File: config.mk
export PLATFORM = sky130hd
export DESIGN_NAME = reg_access_ctrl_flat
export DESIGN_NICKNAME = d
export VERILOG_FILES = /design/src/rtl/reg_access_ctrl_if.sv /design/src/rtl/reg_access_ctrl.sv /design/src/flat_wrapper.sv
export SDC_FILE = /design/constraint.sdc
export NUM_CORES = 1
export LEC_CHECK = 0
export BUFFER_PORTS_ARGS = -buffer_cell sky130_fd_sc_hd__buf_2
export CORE_AREA = 2 2 82 163
export CTS_CLUSTER_SIZE = 28
export DETAILED_ROUTE_END_ITERATION = 7
export DIE_AREA = 0 0 84 165
export PLACE_DENSITY = 0.86
export SETUP_SLACK_MARGIN = 0.2
export SKIP_CTS_REPAIR_TIMING = 1
export SYNTH_ARGS = -nofsm -noshare
export SYNTH_HDL_FRONTEND = slang
export SYNTH_SLANG_ARGS = --single-unit
File: constraint.sdc
create_clock -name clock -period 2.2 [get_ports clock]
set_input_delay 0.44 -clock clock [delete_from_list [all_inputs] [get_ports clock]]
set_output_delay 0.44 -clock clock [all_outputs]
set_load 0.03 [all_outputs]
File: src/rtl/reg_access_ctrl_if.sv
// reg_access_ctrl_if: host command/response link bundling the valid/ready command and response channels.
interface reg_access_ctrl_if;
    logic        cmd_valid;
    logic        cmd_ready;
    logic [31:0] cmd_opcode;
    logic [31:0] cmd_id;
    logic [31:0] cmd_mask;
    logic [31:0] cmd_in;
    logic        rsp_valid;
    logic        rsp_ready;
    logic [31:0] rsp_out;
    logic        rsp_err;
    modport master (
        output cmd_valid, cmd_opcode, cmd_id, cmd_mask, cmd_in, rsp_ready,
        input  cmd_ready, rsp_valid, rsp_out, rsp_err
    );
    modport slave (
        input  cmd_valid, cmd_opcode, cmd_id, cmd_mask, cmd_in, rsp_ready,
        output cmd_ready, rsp_valid, rsp_out, rsp_err
    );
endinterface

File: src/rtl/reg_access_ctrl.sv
// reg_access_ctrl: register file and sync-RAM access controller driven by a one-outstanding command link.
// Define RAC_HW_UPDATE_EN to add per-register hardware load ports (hw_we, hw_wdata).
module reg_access_ctrl #(
    parameter int NUM_REGS  = 4,
    parameter int REG_WIDTH = 8,
    parameter int MEM_DEPTH = 256,
    localparam int MEM_AW   = MEM_DEPTH > 1 ? $clog2(MEM_DEPTH) : 1
) (
    input  logic                          clock,
    input  logic                          reset,
    reg_access_ctrl_if.slave              bus,
    output logic [NUM_REGS*REG_WIDTH-1:0] regs_q,
    output logic                          mem_en,
    output logic                          mem_we,
    output logic [MEM_AW-1:0]             mem_addr,
    output logic [31:0]                   mem_wdata,
    input  logic [31:0]                   mem_rdata
`ifdef RAC_HW_UPDATE_EN
    ,
    input  logic [NUM_REGS-1:0]           hw_we,
    input  logic [NUM_REGS*REG_WIDTH-1:0] hw_wdata
`endif
);
    localparam int WORDS = (REG_WIDTH + 31) / 32;
    localparam int PW    = WORDS * 32;
    localparam int IW    = NUM_REGS > 1 ? $clog2(NUM_REGS) : 1;
    localparam int WW    = WORDS > 1 ? $clog2(WORDS) : 1;
    localparam logic [PW-1:0] WORD_ONES = PW'(32'hffff_ffff);
    localparam logic [PW-1:0] REG_ONES  = PW'({REG_WIDTH{1'b1}});

    typedef enum logic [1:0] {IDLE, MEM_REQ, MEM_DATA, RSP} state_t;
    state_t state, state_n;

    logic [REG_WIDTH-1:0] r   [NUM_REGS];
    logic [REG_WIDTH-1:0] r_n [NUM_REGS];
    logic          accept, bad, reg_op, mem_op, reg_wr;
    logic [IW-1:0] idx;
    logic [WW-1:0] word;
    logic [PW-1:0] wm, wd;
    logic [31:0]   rd;

    assign idx    = bus.cmd_id[IW-1:0];
    assign word   = bus.cmd_mask[WW-1:0];
    assign reg_op = bus.cmd_opcode == 32'd1 || bus.cmd_opcode == 32'd2;
    assign mem_op = bus.cmd_opcode == 32'd3 || bus.cmd_opcode == 32'd4;
    assign bad    = bus.cmd_opcode > 32'd4
                 || (reg_op && (bus.cmd_id >= 32'(NUM_REGS) || bus.cmd_mask >= 32'(WORDS)))
                 || (mem_op && bus.cmd_id >= 32'(MEM_DEPTH));
    assign accept = bus.cmd_valid && bus.cmd_ready;
    assign reg_wr = accept && !bad && bus.cmd_opcode == 32'd1;
    // Write mask is clipped to REG_WIDTH so the top word truncates and padding never holds data.
    assign wm     = (WORD_ONES << {word, 5'b0}) & REG_ONES;
    assign wd     = PW'(bus.cmd_in) << {word, 5'b0};
    assign rd     = 32'(PW'(r[idx]) >> {word, 5'b0});

    assign bus.cmd_ready = state == IDLE && !reset;
    assign bus.rsp_valid = state == RSP;

    // Hardware load applies first; the command word then overrides only its addressed word.
    always_comb begin
        for (int i = 0; i < NUM_REGS; i++) begin
`ifdef RAC_HW_UPDATE_EN
            r_n[i] = hw_we[i] ? hw_wdata[i*REG_WIDTH +: REG_WIDTH] : r[i];
`else
            r_n[i] = r[i];
`endif
            r_n[i] = (reg_wr && idx == IW'(i)) ? REG_WIDTH'((PW'(r_n[i]) & ~wm) | (wd & wm)) : r_n[i];
        end
    end

    always_comb begin
        state_n = state;
        case (state)
            IDLE:     state_n = accept ? ((bad || !mem_op) ? RSP : MEM_REQ) : IDLE;
            MEM_REQ:  state_n = mem_we ? RSP : MEM_DATA;
            MEM_DATA: state_n = RSP;
            RSP:      state_n = bus.rsp_ready ? IDLE : RSP;
            default:  state_n = IDLE;
        endcase
    end

    always_ff @(posedge clock) begin
        if (reset) begin
            state       <= IDLE;
            mem_en      <= 1'b0;
            mem_we      <= 1'b0;
            mem_addr    <= '0;
            mem_wdata   <= '0;
            bus.rsp_out <= '0;
            bus.rsp_err <= 1'b0;
            for (int i = 0; i < NUM_REGS; i++) r[i] <= '0;
        end else begin
            state  <= state_n;
            mem_en <= state_n == MEM_REQ;
            mem_we <= state_n == MEM_REQ && bus.cmd_opcode == 32'd3;
            for (int i = 0; i < NUM_REGS; i++) r[i] <= r_n[i];
            if (accept && mem_op && !bad) begin
                mem_addr  <= bus.cmd_id[MEM_AW-1:0];
                mem_wdata <= bus.cmd_in;
            end
            if (accept) begin
                bus.rsp_err <= bad;
                bus.rsp_out <= bad ? 32'hBADC_0DE0 :
                               bus.cmd_opcode == 32'd0 ? 32'hDEAD_BEEF :
                               bus.cmd_opcode == 32'd2 ? rd : bus.cmd_in;
            end else if (state == MEM_DATA) begin
                bus.rsp_out <= mem_rdata;
            end
        end
    end

    for (genvar g = 0; g < NUM_REGS; g++) begin : g_q
        assign regs_q[g*REG_WIDTH +: REG_WIDTH] = r[g];
    end
endmodule

File: src/flat_wrapper.sv
// flat-port wrapper written by rule: the top's interface ports become plain ports
module reg_access_ctrl_flat 
#(
    parameter int NUM_REGS  = 4,
    parameter int REG_WIDTH = 8,
    parameter int MEM_DEPTH = 256,
    localparam int MEM_AW   = MEM_DEPTH > 1 ? $clog2(MEM_DEPTH) : 1
)
  (clock, reset, regs_q, mem_en, mem_we, mem_addr, mem_wdata, mem_rdata, bus_cmd_valid, bus_cmd_opcode, bus_cmd_id, bus_cmd_mask, bus_cmd_in, bus_rsp_ready, bus_cmd_ready, bus_rsp_valid, bus_rsp_out, bus_rsp_err);
  reg_access_ctrl_if bus_i ();
  input  logic clock;
  input  logic reset;
  output logic [NUM_REGS*REG_WIDTH-1:0] regs_q;
  output logic mem_en;
  output logic mem_we;
  output logic [MEM_AW-1:0] mem_addr;
  output logic [31:0] mem_wdata;
  input  logic [31:0] mem_rdata;
  input wire logic [$bits(bus_i.cmd_valid)-1:0] bus_cmd_valid;
  input wire logic [$bits(bus_i.cmd_opcode)-1:0] bus_cmd_opcode;
  input wire logic [$bits(bus_i.cmd_id)-1:0] bus_cmd_id;
  input wire logic [$bits(bus_i.cmd_mask)-1:0] bus_cmd_mask;
  input wire logic [$bits(bus_i.cmd_in)-1:0] bus_cmd_in;
  input wire logic [$bits(bus_i.rsp_ready)-1:0] bus_rsp_ready;
  output wire logic [$bits(bus_i.cmd_ready)-1:0] bus_cmd_ready;
  output wire logic [$bits(bus_i.rsp_valid)-1:0] bus_rsp_valid;
  output wire logic [$bits(bus_i.rsp_out)-1:0] bus_rsp_out;
  output wire logic [$bits(bus_i.rsp_err)-1:0] bus_rsp_err;
  assign bus_i.cmd_valid = bus_cmd_valid;
  assign bus_i.cmd_opcode = bus_cmd_opcode;
  assign bus_i.cmd_id = bus_cmd_id;
  assign bus_i.cmd_mask = bus_cmd_mask;
  assign bus_i.cmd_in = bus_cmd_in;
  assign bus_i.rsp_ready = bus_rsp_ready;
  assign bus_cmd_ready = bus_i.cmd_ready;
  assign bus_rsp_valid = bus_i.rsp_valid;
  assign bus_rsp_out = bus_i.rsp_out;
  assign bus_rsp_err = bus_i.rsp_err;
  reg_access_ctrl #(.NUM_REGS(NUM_REGS), .REG_WIDTH(REG_WIDTH), .MEM_DEPTH(MEM_DEPTH)) u_core (.clock(clock), .reset(reset), .bus(bus_i), .regs_q(regs_q), .mem_en(mem_en), .mem_we(mem_we), .mem_addr(mem_addr), .mem_wdata(mem_wdata), .mem_rdata(mem_rdata));
endmodule
==> After elaboration in Yosys (flattened, before gate mapping) <==
Memory sizes are Yosys's and may differ from the RTL's.
Index checks and enable logic that the tools add are counted.
{ "word_totals": {"reg_bits": 77, "latch_bits": 0, "mem_bits_rw": 32, "romBits": 0, "n_memories": 1} }
{ "memory_table": {"columns": ["name", "words", "word_bits", "rd", "rd_clocked_by_memory_dff", "wr", "line_no", "rtl"], "rows": [
  ["u_core.r", 4, 8, 5, 0, 4, "reg_access_ctrl.sv:34", "logic [REG_WIDTH-1:0] r [NUM_REGS];"]
]} }
{ "op_classes": {"n_addsub": 0, "mul": 0, "div_mod_pow": 0, "n_lt_le_gt_ge": 4, "n_eq_ne": 11, "n_shift": 3, "muxes": 21, "bitwise_logic": 14, "reduce_logical": 26} }
{ "ops": {"columns": ["operator", "n"], "rows": [
  ["32-bit 2-to-1 mux", 5],
  ["32-bit by 2-bit == test with 1-bit output (second input constant)", 2],
  ["8-bit 2-to-1 mux", 8],
  ["8-bit AND", 5],
  ["32-bit by 1-bit == test with 1-bit output (second input constant)", 1],
  ["32-bit by 3-bit == test with 1-bit output (second input constant)", 1],
  ["32-bit by 1-bit greater-or-equal comparator with 1-bit output (second input constant)", 1],
  ["32-bit by 3-bit greater-or-equal comparator with 1-bit output (second input constant)", 1],
  ["32-bit by 9-bit greater-or-equal comparator with 1-bit output (second input constant)", 1],
  ["32-bit by 3-bit greater-than comparator with 1-bit output (second input constant)", 1],
  ["32-bit logical NOT", 1],
  ["8-bit bitwise OR", 4],
  ["32-bit by 6-bit left shift with 8-bit output", 1],
  ["32-bit by 6-bit left shift with 8-bit output (first input constant)", 1],
  ["8-bit by 6-bit >> shifter with 32-bit output", 1],
  ["1-bit logical AND", 13],
  ["2-bit == test (second input constant)", 4],
  ["8-bit NOT", 1],
  ["2-bit one-hot mux with 4 select lines", 1],
  ["2-bit by 1-bit == test with 1-bit output (second input constant)", 3],
  ["1-bit logical OR", 6],
  ["2-bit 2-to-1 mux", 3],
  ["2-bit logical NOT", 2],
  ["1-bit 2-to-1 mux", 4],
  ["3 further kinds", 8]
]} }

==> Longest topological paths before layout <==
{ "depth": {"ltp_word": 11, "ltp_mapped": 9, "depth_no_buf": 7} }

==> Worst setup path before layout <==
Ideal clock, no wire load.
{ "synth_timing": {"kind": "input -> register", "startpoint": "input bus_cmd_opcode[27]", "endpoint": "register (tool-made name)", "setup_ps": 72, "t_arrival_ps": 2295, "t_required_ps": 2128, "setup_slack_ps": -167, "stages": 7, "n_path_buf": 1, "path_cell_list": "nor4_1 -> nand4_1 -> or3_4 -> nor4b_4 -> and4b_1 -> buf_6 -> mux2i_1"} }
{ "synth_lines": {"columns": ["item", "line_no", "rtl"], "rows": [
  ["start: declaration", "flat_wrapper.sv:20", "input wire logic [$bits(bus_i.cmd_opcode)-1:0] bus_cmd_opcode;"]
]} }

==> Worst setup path in the final report <==
{ "layout_timing": {"startpoint": "input bus_cmd_mask[8]", "endpoint": "register u_core.bus.rsp_out[18]"} }
{ "layout_between": {"elab_chain_cells": 7} }
{ "layout_lines": {"columns": ["item", "line_no", "rtl"], "rows": [
  ["start: declaration", "flat_wrapper.sv:22", "input wire logic [$bits(bus_i.cmd_mask)-1:0] bus_cmd_mask;"],
  ["32-bit by 1-bit greater-or-equal comparator with 1-bit output", "reg_access_ctrl.sv:47", "|| (reg_op && (bus.cmd_id >= 32'(NUM_REGS) || bus.cmd_mask >= 32'(WORDS)))"],
  ["1-bit logical OR", "reg_access_ctrl.sv:47", null],
  ["1-bit logical AND", "reg_access_ctrl.sv:47", null],
  ["1-bit logical OR", "reg_access_ctrl.sv:47", null],
  ["1-bit logical OR", "reg_access_ctrl.sv:48", "|| (mem_op && bus.cmd_id >= 32'(MEM_DEPTH));"],
  ["32-bit 2-to-1 mux", "reg_access_ctrl.sv:103", "bus.rsp_out <= bad ? 32'hBADC_0DE0 :"],
  ["32-bit 2-to-1 mux", "reg_access_ctrl.sv:101", "if (accept) begin"],
  ["end signal: assignment", "reg_access_ctrl.sv:103", null],
  ["end signal: assignment", "reg_access_ctrl.sv:107", "bus.rsp_out <= mem_rdata;"],
  ["end: declaration", "reg_access_ctrl_if.sv:19", "output cmd_ready, rsp_valid, rsp_out, rsp_err"]
]} }
Every way passes these cells.
A chain may end at the register's enable or synchronous reset.

==> impl_metrics.csv <==
group,metric,value,unit
clock_tree,ctsRootBufferMaster,"clkbuf_16",
timing,skew,0.00678,ns
final_layout,drive_above_1_share,0.465,
die,row_count,58,
power,vdd_drop_max,0.000508,V
setup_path,startpoint_type,"input pin",
grt,grt_pass1_wl,28.6,mm
logic_synthesis,synth_compound_area_frac,0.184,
timing,slew_headroom,0.306,
routing,first_pass_iters,5,
die,initial_core_util,0.396,
routing,m1WireLength,7.24,mm
power,leakagePower,0.00365,uW
routing,wl_per_cell,19.9,um
timing,final_hold_viol_count,0,
setup_path,cp_slowest_cell,"a2111oi_4",
logic_synthesis,syn_nets,751,
timing,slew_violations,0,
routing,avgViaCountPerCell,5.52,
logic_synthesis,seq_area_frac_synth,0.439,
logic_synthesis,synth_top_cell_by_area,"dfxtp_1",
logic_synthesis,netlist_instances,587,
die,die_x,84,um
routing,initialDrtViolationCount,250,
routing,drc,0,
logic_synthesis,ys_top_cells_by_area,"dfxtp_1 (44%), nand2_1 (8.3%), mux2i_1 (7.0%)",
final_layout,design_area,7800,sq um
timing,finalCriticalPeriod,2.17,ns
logic_synthesis,synth.mux.area_fraction,0.107,
routing,dr_wl_met2,11.2,mm
power,power,4740,uW
clock_tree,cts_buffer_depth,2,
timing,tightest_slew,1.04,ns
final_layout,areaGrowthSynthToFinish,56.8,%
logic_synthesis,synth_adder_area_share,0,
final_layout,fillCellCount,1090,
setup_path,critical_path_class,"in -> reg",
logic_synthesis,avgSynthCellArea,8.48,sq um
setup_path,path_buf_inv,5,
logic_synthesis,yosysUniqueCellTypes,39,
final_layout,final_nets,1041,
placed_design,placed_area,6810,sq um
final_layout,diodes,0,
routing,route.met3.wl,922,um
timing,rsz0062_at_grt,"yes",
logic_synthesis,synth_simple_gate_area_frac,0.234,
clock_tree,numCtsBuffers,9,
placed_design,place_congestion,0.911,
logic_synthesis,yosysWarningCount,0,
run,max_cap_viol_count,0,
die,die_h,165,um
logic_synthesis,synth_most_common_cell,"nand2_1",
logic_synthesis,synth.top_cell.area_share,0.439,
setup_path,path_cells,"buf_2 > nor4_4 > buf_4 > nand4_1 > a2111oi_4 > a211o_1 > buf_12 > buf_12 > buf_12 > a31oi_4 > a21o_1",
clock_tree,clkLatencyLatePin,0.35,ns
routing,vias,5696,
grt,grt_pass1_vias,5472,
placed_design,post-dp-hpwl,15.3,mm
placed_design,portBuffers,272,
die,ios,273,
logic_synthesis,synth_edf_count,0,
logic_synthesis,syn-cell-area,4980,sq um
routing,ant_nets,0,
grt,gr-total-overflow,0,
grt,grt_max_degree,56,
setup_path,worst-path-max-fanout,5,
setup_path,crit_path_end_kind,"register",
timing,setup_viol,0,
run_status,status,"complete, no violations",
clock_tree,path_clk_slew,0.07,ns
setup_path,required,2.44,ns
setup_path,critical-path-max-stage-delay,0.32,ns
die,core-area,12600,sq um
grt,track_usage,0.266,
timing,fmax,460,MHz
clock_tree,h-tree-depth,3,
setup_path,cp_data_arrival_time,2.41,ns
logic_synthesis,synthTopCellsByCount,"nand2_1 (110), dfxtp_1 (109), a21oi_1 (56)",
routing,top_layer_used,"met4",
logic_synthesis,async_reset_ff_frac,0,
logic_synthesis,synth_top_family_by_area,"simple AND/OR/NAND/NOR gates",
min_path,hp-class,"in -> reg",
clock_tree,cts_tree,"built",
clock_tree,cts.sinks,109,
logic_synthesis,ys_seq_elements,109,
power,powerDensity,608,nW/um^2
logic_synthesis,ys.flop_type,"dfxtp_1",
die,die_area,13900,sq um
logic_synthesis,synth-xor-area-share,0,
setup_path,cp_top_family,"compound AO/OA/AOI/OAI gates",
timing,min_period_over_period,0.987,
setup_path,cpMostUsedCell,"buf_12",
routing,wirelength,20.5,mm
grt,antenna_found_initial,0,
-- power breakdown --
part / total [uW] / internal, uW / switching, uW
sequential: 2070 / 2040 / 36.5
combinational: 877 / 358 / 519
clock: 1790 / 1020 / 778
-- placed cells by master, fill, tap and decap left out, types with 12 or more instances in the layout --
master    netlist  final
nand2_1       110    109
a21o_1         17     17
buf_4           0     33
buf_6           1     12
buf_2           6    264
nor4_1         27     13
dfxtp_1       109    109
a21oi_1        56     55
nand2b_1       30     30
nor2_1         29     27
mux2_2         14     14
o21ai_0        33     25
a22oi_1        12     12
mux2i_1        35     33
a31oi_4         0     16
-- layer usage --
metal,global-route usage,vias to the layer above
li1,-,2668
met1,0.279,2694
met2,0.487,261
met3,0.0410,73
met4,0.175,0
met5,0,-
-- stage by stage --
step / instances / TNS, ns / utilization / setup slack, ns / hold WS [ns]
6_report: 1032 / 0 / 0.621 / 0.0278 / 0.303
5_1_grt: 1032 / -0.139 / 0.621 / -0.0266 / 0.283
4_1_cts: 1025 / -5.38 / 0.569 / -0.187 / 0.289
3_5_place_dp: 1009 / -34.91 / 0.543 / -0.525 / 0.434
3_3_place_gp: 1009 / -25.32 / 0.543 / -0.391 / 0.428
2_1_floorplan: 587 / -2.21 / - / -0.138 / 0.540
-- cell type report --
cell class                      count  area [sq um]  area share
Multi-Input combinational cell    432          3120       0.400
Sequential cell                   109          2180       0.280
Timing Repair Buffer              322          1970       0.252
Clock buffer                        9           225      0.0289
Tap cell                          150           188      0.0241
Clock inverter                      7           104      0.0133
Inverter                            3          11.3     0.00144
-- worst paths after layout --
| kind | from | endpoint | slack [ns] | cells past startpoint |
|---|---|---|---|---|
| min reg2reg | u_core.bus.rsp_out[22] | u_core.bus.rsp_out[22] | 0.45 | 1 |
| min | bus_rsp_ready | u_core.state[0] | 0.30 | 2 |
| max | bus_cmd_mask[8] | u_core.bus.rsp_out[18] | 0.03 | 11 |
| max reg2reg | u_core.state[1] | u_core.bus.rsp_out[14] | 0.37 | 6 |
-- cells by family (layout without fill, tap and decap cells) --
family          count (synthesis)  count (layout)
compound gates                152             152
buf+inv                        46             341
flops                         109             109
mux                            50              50
simple gates                  230             230
Power figures use the tool's default switching activity.
